### src/rtl/ab_stream_feeder.sv
// ab_stream_feeder: reads A and B operand words from a shared SRAM and presents
//   them as two independent valid/pass streams. Each stream has a 4-entry FIFO.
// Latency: start at cycle 0, first A read at cycle 1, valid_a_out at cycle 4 (2-cycle SRAM).
// Backpressure: a stream stops issuing reads once its FIFO occupancy plus in-flight
//   reads reach 4. The other stream keeps using the read port.
// Ports:
//   clk, rst_n                 clock, async active-low reset
//   start, base_a, base_b, rounds   job request (sampled while busy=0)
//   mem_re, mem_addr, mem_rdata     SRAM read port (data 2 cycles after mem_re)
//   data_x_out, valid_x_out, pass_en_x_in   stream heads and consumer pops (x = a, b)
//   busy, done, proto_err      job status, one-cycle completion pulse, sticky pop-on-empty flag
module ab_stream_feeder #(
  parameter int D_WIDTH     = 64,
  parameter int A_NUM_WIDTH = 1,
  parameter int B_NUM_WIDTH = 1,
  parameter int ADDR_WIDTH  = 10
) (
  input  logic                  clk,
  input  logic                  rst_n,
  input  logic                  start,
  input  logic [ADDR_WIDTH-1:0] base_a,
  input  logic [ADDR_WIDTH-1:0] base_b,
  input  logic [7:0]            rounds,
  output logic                  mem_re,
  output logic [ADDR_WIDTH-1:0] mem_addr,
  input  logic [D_WIDTH-1:0]    mem_rdata,
  output logic [D_WIDTH-1:0]    data_a_out,
  output logic [D_WIDTH-1:0]    data_b_out,
  output logic                  valid_a_out,
  output logic                  valid_b_out,
  input  logic                  pass_en_a_in,
  input  logic                  pass_en_b_in,
  output logic                  busy,
  output logic                  done,
  output logic                  proto_err
);
  localparam int NW = (A_NUM_WIDTH > B_NUM_WIDTH) ? A_NUM_WIDTH : B_NUM_WIDTH;
  localparam int RW = 8 + NW;

  // Index 0 = stream A, index 1 = stream B.
  logic [ADDR_WIDTH-1:0] ptr    [2];
  logic [RW-1:0]         rem    [2];
  logic [1:0]            infl   [2];
  logic [2:0]            cnt    [2];
  logic [1:0]            rd_ptr [2];
  logic [1:0]            wr_ptr [2];
  logic [D_WIDTH-1:0]    fifo   [2][4];

  logic last_b;               // last grant went to B; reset value makes A win the first tie
  logic t1_vld, t1_ch;        // tag pipeline, stage 2 lines up with mem_rdata
  logic t2_vld, t2_ch;

  logic [1:0]    pass, vld, elig, grant, pop, push;
  logic [RW-1:0] rem_nxt  [2];
  logic [1:0]    infl_nxt [2];
  logic [2:0]    cnt_nxt  [2];
  logic          idle_nxt;

  always_comb begin
    pass     = {pass_en_b_in, pass_en_a_in};
    vld      = 2'b00;
    elig     = 2'b00;
    pop      = 2'b00;
    push     = 2'b00;
    grant    = 2'b00;
    idle_nxt = 1'b1;
    for (int c = 0; c < 2; c++) begin
      vld[c]  = (cnt[c] != 3'd0);
      // Reserve a FIFO slot for every read already in flight.
      elig[c] = busy && (rem[c] != '0) && ((4'(cnt[c]) + 4'(infl[c])) < 4'd4);
      pop[c]  = pass[c] && vld[c];
      push[c] = t2_vld && (t2_ch == 1'(c));
    end
    if (elig == 2'b11) grant = last_b ? 2'b01 : 2'b10;
    else               grant = elig;
    for (int c = 0; c < 2; c++) begin
      rem_nxt[c]  = rem[c] - RW'(grant[c]);
      infl_nxt[c] = infl[c] + 2'(grant[c]) - 2'(push[c]);
      cnt_nxt[c]  = cnt[c] + 3'(push[c]) - 3'(pop[c]);
      if ((rem_nxt[c] != '0) || (infl_nxt[c] != 2'd0) || (cnt_nxt[c] != 3'd0)) idle_nxt = 1'b0;
    end
  end

  assign mem_re      = |grant;
  assign mem_addr    = grant[1] ? ptr[1] : (grant[0] ? ptr[0] : '0);
  assign valid_a_out = vld[0];
  assign valid_b_out = vld[1];
  assign data_a_out  = vld[0] ? fifo[0][rd_ptr[0]] : '0;
  assign data_b_out  = vld[1] ? fifo[1][rd_ptr[1]] : '0;

  always_ff @(posedge clk or negedge rst_n) begin
    if (!rst_n) begin
      busy      <= 1'b0;
      done      <= 1'b0;
      proto_err <= 1'b0;
      last_b    <= 1'b1;
      t1_vld    <= 1'b0;
      t1_ch     <= 1'b0;
      t2_vld    <= 1'b0;
      t2_ch     <= 1'b0;
      for (int c = 0; c < 2; c++) begin
        ptr[c]    <= '0;
        rem[c]    <= '0;
        infl[c]   <= 2'd0;
        cnt[c]    <= 3'd0;
        rd_ptr[c] <= 2'd0;
        wr_ptr[c] <= 2'd0;
      end
    end else begin
      done   <= 1'b0;
      t1_vld <= mem_re;
      t1_ch  <= grant[1];
      t2_vld <= t1_vld;
      t2_ch  <= t1_ch;
      if (mem_re) last_b <= grant[1];
      // A pop on an empty stream changes nothing except this sticky flag.
      if ((pass & ~vld) != 2'b00) proto_err <= 1'b1;
      for (int c = 0; c < 2; c++) begin
        if (grant[c]) ptr[c] <= ptr[c] + 1'b1;
        rem[c]  <= rem_nxt[c];
        infl[c] <= infl_nxt[c];
        cnt[c]  <= cnt_nxt[c];
        if (push[c]) wr_ptr[c] <= wr_ptr[c] + 2'd1;
        if (pop[c])  rd_ptr[c] <= rd_ptr[c] + 2'd1;
      end
      if (!busy) begin
        if (start) begin
          ptr[0] <= base_a;
          ptr[1] <= base_b;
          rem[0] <= RW'(rounds) << A_NUM_WIDTH;
          rem[1] <= RW'(rounds) << B_NUM_WIDTH;
          // An empty job completes straight away without ever going busy.
          if (rounds == 8'd0) done <= 1'b1;
          else                busy <= 1'b1;
        end
      end else if (idle_nxt) begin
        busy <= 1'b0;
        done <= 1'b1;
      end
    end
  end

  // FIFO storage needs no reset: heads are gated by the (reset) occupancy counts.
  always_ff @(posedge clk) begin
    for (int c = 0; c < 2; c++) begin
      if (push[c]) fifo[c][wr_ptr[c]] <= mem_rdata;
    end
  end

endmodule

### config.mk
export PLATFORM = sky130hd
export DESIGN_NAME = ab_stream_feeder
export DESIGN_NICKNAME = d
export VERILOG_FILES = /design/src/rtl/ab_stream_feeder.sv
export SDC_FILE = /design/constraint.sdc
export NUM_CORES = 1
export LEC_CHECK = 0
export BUFFER_PORTS_ARGS = -buffer_cell sky130_fd_sc_hd__buf_2
export CORE_UTILIZATION = 32
export CTS_BUF_LIST = sky130_fd_sc_hd__clkbuf_8 sky130_fd_sc_hd__clkbuf_16
export CTS_CLUSTER_DIAMETER = 100
export CTS_CLUSTER_SIZE = 12
export DETAILED_ROUTE_END_ITERATION = 12
export PLACE_DENSITY_LB_ADDON = 0.1
export RECOVER_POWER = 50
export SETUP_SLACK_MARGIN = 0.4
export SYNTH_ARGS = -nofsm -noshare
export SYNTH_HDL_FRONTEND = slang
export SYNTH_SLANG_ARGS = --single-unit
### constraint.sdc
create_clock -name clk -period 4.1 [get_ports clk]
set_input_delay 0.41 -clock clk [delete_from_list [all_inputs] [get_ports clk]]
set_output_delay 0.41 -clock clk [all_outputs]
set_load 0.005 [all_outputs]
-- After elaboration in Yosys (flattened, before gate mapping)
Memory sizes are Yosys's and may differ from the RTL's.
Cells that the tools add are included.
- bits in registers: 64
- latch bits: 0
- memory bits (writable): 512
- memory bits (read-only): 0
- output and inout bits: 144
- logic and storage cells: 122
- memories kept: 1
- $add $sub $neg: 18
- $mul: 0
- divide/modulo/power cells: 0
- magnitude comparators: 8
- eq/ne operators: 1
- shift operators: 0
- mux-type cells: 39
- bitwise operators: 7
- reductions and logical operators: 28
- memory list (memory ; depth ; bits a word ; rd ports ; clocked after Yosys merged registers in ; wr ports ; RTL line ; text):
    fifo ; 2 ; 256 ; 2 ; 0 ; 1 ; 47 ; logic [D_WIDTH-1:0] fifo [2][4];
- operators with widths (operator ; number):
    two-way mux 256 bit ; 4
    two-way mux 64 bit ; 8
    binary-select mux 64 bit (select 2 bit) ; 2
    demux 64 bit (select 2 bit) ; 2
    OR reduction 256 bit ; 1
    two-way mux 10 bit ; 4
    two-way mux 20 bit ; 2
    two-way mux 18 bit ; 2
    nonzero test 9 bit ; 4
    adder 10 x 1 -> 10 bit, second input constant ; 2
    subtractor 9 x 1 -> 9 bit ; 2
    two-way mux 1 bit ; 13
    greater-or-equal comparator 3 bit, second input constant ; 4
    NOT 2 -> 3 bit ; 4
    nonzero test 3 bit ; 4
    logical AND 1 bit ; 10
    adder 2 x 1 -> 2 bit, second input constant ; 4
    adder 3 x 2 -> 4 bit ; 2
    zero test 8 bit ; 1
    < comparator 4 x 3 -> 1 bit, second input constant ; 2
    adder 3 x 1 -> 3 bit ; 2
    < comparator 3 x 1 -> 1 bit, second input constant ; 2
    nonzero test 2 bit ; 3
    subtractor 3 x 1 -> 3 bit ; 2
    other kinds (9) ; 15

-- Longest topological paths before layout
- word-level depth: 14
- depth in mapped cells: 14
- depth with buffers taken out: 13

-- Worst setup path after synthesis
OpenSTA, ideal clock, no wires.
- path type: register to register
- from: register cnt[4] in the netlist's numbering
- to: register busy
- library setup time: 0.124 ns
- arrival time: 3.083 ns
- slack: 0.894 ns
- stages on the path, launching flop included: 15
- buffers on the path: 1
- cells stage by stage: dfrtp_1 > ha_1 > nand3_1 > and3_1 > a311oi_4 > inv_2 > buf_2 > ha_1 > inv_1 > ha_1 > nor4bb_1 > nand4_1 > nor3_1 > nand4_1 > o31a_1
- RTL lines (element ; RTL line ; text):
    start, declared ; 44 ; logic [2:0] cnt [2];
    start signal, assigned by index ; 122 ; cnt[c] <= cnt_nxt[c];
    end signal, assigned ; 93 ; busy <= 1'b0;
    end signal, assigned ; 134 ; else busy <= 1'b1;
    end signal, assigned ; 137 ; busy <= 1'b0;
    end, declared ; 33 ; output logic busy,

==> results_dict.tcl <==
set metrics [dict create \
    grt_first_pass_wirelength_mm 84.2 \
    antenna_found_initial 5 \
    dp_cells 2365 \
    async_reset_ff_share_pct 11.1 \
    routed_wl_mm 56.4 \
    failed_checks "capacitance limit, slew limit" \
    final_hold_viol_count 0 \
    grt_max_degree 67 \
    cts_tree "yes" \
    die_h_um 270 \
    tns_ns 0 \
    syn_avg_cell_area_um2 18.9 \
    die_width_um 270 \
    hold_path_class "in2reg" \
    switching_share_pct 32.6 \
    period_needed_ns 3.42 \
    maxSlewHeadroom_pct -32.2 \
    clockBufferDepth 3 \
    port_buffers 240 \
    synth_top_area_share_pct 66.9 \
    synthesis.area_um2 23000 \
    synth_edf_count 512 \
    max_clock_freq_mhz 292 \
    layout.cells.non_filler 2444 \
    startpoint_type "flop" \
    reg2regPathDepth 12 \
    syn_inst 1213 \
    critPathMaxFanout 3 \
    cts_buffers 53 \
    seq_power_share_pct 43.4 \
    synth_top_area_cell "edfxtp_1" \
    slew_viol_final 114 \
    synthTopCellsByArea "edfxtp_1, mux4_2, dfrtp_1" \
    fin_total_pwr_mw 19.8 \
    drc 0 \
    yosysWarningCount 0 \
    required_ns 4.58 \
    p_int_mw 13.3 \
    viasPerCell 4.87 \
    grt_overflow 0 \
    rsz0062_at_grt "no" \
    p_sw_mw 6.45 \
    yosysSeqAreaShare_pct 73.9 \
    netlist-cell-type-count 55 \
    dp_slack_ns 0.646 \
    cap_violations 4 \
    yosysMostFrequentCell "edfxtp_1" \
    clockRootBuffer "clkbuf_16" \
    vdd_ir_drop_max_mv 0.346 \
    leakage_nw 9.10 \
    ioPinCount 241 \
    setup_violations 0 \
    timing.final.crit_share_pct 83.4 \
    whs_ns 0.0396 \
    grt_pass1_vias 12700 \
    endpoint_kind "flop" \
    ant_nets 0 \
    synth-seq-cells 576 \
    clock_power_share_pct 22.5 \
    coreArea_um2 70500 \
    crit_type "reg2reg" \
    fin_nets 1608 \
    dieArea_um2 72900 \
    gp_congestion 0.774 \
    grt_use_total_pct 15.6 \
    h-tree-depth 2 \
    drt-wirelength-per-cell_um 23.1 \
    comb_power_share_pct 34.1 \
    design_area_um2 26800 \
    post_dp_cell_area_um2 25400 \
    syn_nets 1337 \
    cts_resized 0 \
    clk_pin_slew_ns 0.07 \
    cp.arrival_ns 3.91 \
    drt_iter0_drc 800 \
    tightestPinTransition_ns 1.98 \
    num_vias 11900 \
    rows 97 \
    hpwl_mm 33.6 \
    min_path_cells 2 \
    drive_gt1_share_pct 27.1 \
    ys.flop_type "edfxtp_1" \
    synthTopCellsByCount "edfxtp_1, and2_1, mux4_2, dfrtp_1, nand2_1" \
    fin_ws_ns 0.679 \
    outcome "finished with violations" \
    skew_ns 0.0190 \
    power_density_nw_per_um2 736 \
    start_util_pct 32.6 \
    area_delta_synth_final_pct 16.8 \
    drtPass1Iterations 5 \
    clock_latency_ns 0.61 \
    clock-sinks 576 \
    fin_util_pct 38.1 \
]
cell usage in the layout, fill, tap and decap left out, types with 6 or more instances in the layout:
| cell | synthesis | final |
|---|---|---|
| edfxtp_1 | 512 | 512 |
| ha_1 | 25 | 25 |
| nand4_1 | 9 | 9 |
| o21ai_0 | 11 | 11 |
| or4_1 | 6 | 6 |
| and2_1 | 135 | 132 |
| mux4_2 | 128 | 128 |
| nor4_1 | 8 | 8 |
| xnor2_1 | 18 | 18 |
| clkbuf_16 | 0 | 54 |
| inv_1 | 24 | 41 |
| a21oi_1 | 23 | 23 |
| buf_4 | 0 | 23 |
| nor2_1 | 30 | 30 |
| nand3_1 | 25 | 25 |
| a31oi_1 | 8 | 8 |
| or3_1 | 7 | 6 |
| nand2_1 | 41 | 41 |
| dfrtp_1 | 63 | 59 |
| o211ai_1 | 7 | 7 |
| nor2b_1 | 6 | 6 |
| clkbuf_1 | 38 | 69 |
| a22o_1 | 10 | 10 |
| nor3_1 | 6 | 6 |
| xor2_1 | 10 | 10 |
| buf_2 | 10 | 172 |
| and3_1 | 8 | 6 |
registers in the layout, summed over array words and instances, names as in the netlist, 4 cells and up:
register and count:
wr_ptr 4, infl 4, rd_ptr 4, cnt 6
fifo 512, rem 18, ptr 20
cell type report:
type	count	area, µm²
fill	6598	43700
sequential	576	17000
multi-input combinational	554	5700
timing repair buffer	273	1420
clock buffer	54	1350
tap	940	1180
clock inverter	20	106
inverter	26	97.6
antenna	1	2.50
cell families after synthesis:
family                     Yosys count  synth area share (%)
xor gates and xnor gates            28                  1.07
muxes                              128                  12.5
DFF                                576                  73.9
and+or+nand+nor                    294                  7.25
AOI/OAI and AO/OA                   77                  2.32
buffers and inverters               83                  1.41
adders and majority gates           27                  1.54
metal layers:
metal	part of all wire [%]	global-route usage, %
met5	0.096	0
met4	1.6	3.30
met3	5.0	3.08
met2	51	27.3
met1	42	19.8
path summary, 6_finish.rpt:
| path | slack, ns | endpoint | start |
|---|---|---|---|
| min reg2reg | 0.35 | t2_ch | t1_ch |
| max reg2reg | 0.68 | busy | cnt[5] |
| min | 0.04 | ptr[4] | base_b[4] |
| min in group asynchronous | 0.73 | rem[12] | rst_n |
| max | 0.68 | busy | cnt[5] |
| max in group asynchronous | 1.68 | cnt[1] | rst_n |
power by group through the flow:
stage	logic [mW]	clock network, mW	registers [mW]
after floorplan	4.37	0	8.21
after global placement	7.06	0	8.70
after detailed placement	7.04	0	8.74
after CTS	7.07	4.59	8.62
after global routing	7.45	4.78	8.74
final	6.75	4.44	8.58
timing repair:
| item | CTS | global route |
|---|---|---|
| hold buffers | 4 | 0 |
| setup buffers | 0 | 0 |
| endpoints found under the hold margin | 30 | 0 |
worst max-delay path, stage by stage, from the launching register on:
cell and delay, ns:
dfrtp_1 0.40, or3_2 0.49, and2_1 0.21, ha_1 0.29, inv_1 0.06, ha_1 0.13
inv_1 0.05, fa_1 0.47, inv_1 0.05, or4_1 0.56, nor3_1 0.17, nand4_1 0.16
o31a_1 0.27
No activity file was read; power rests on OpenSTA's default activity.
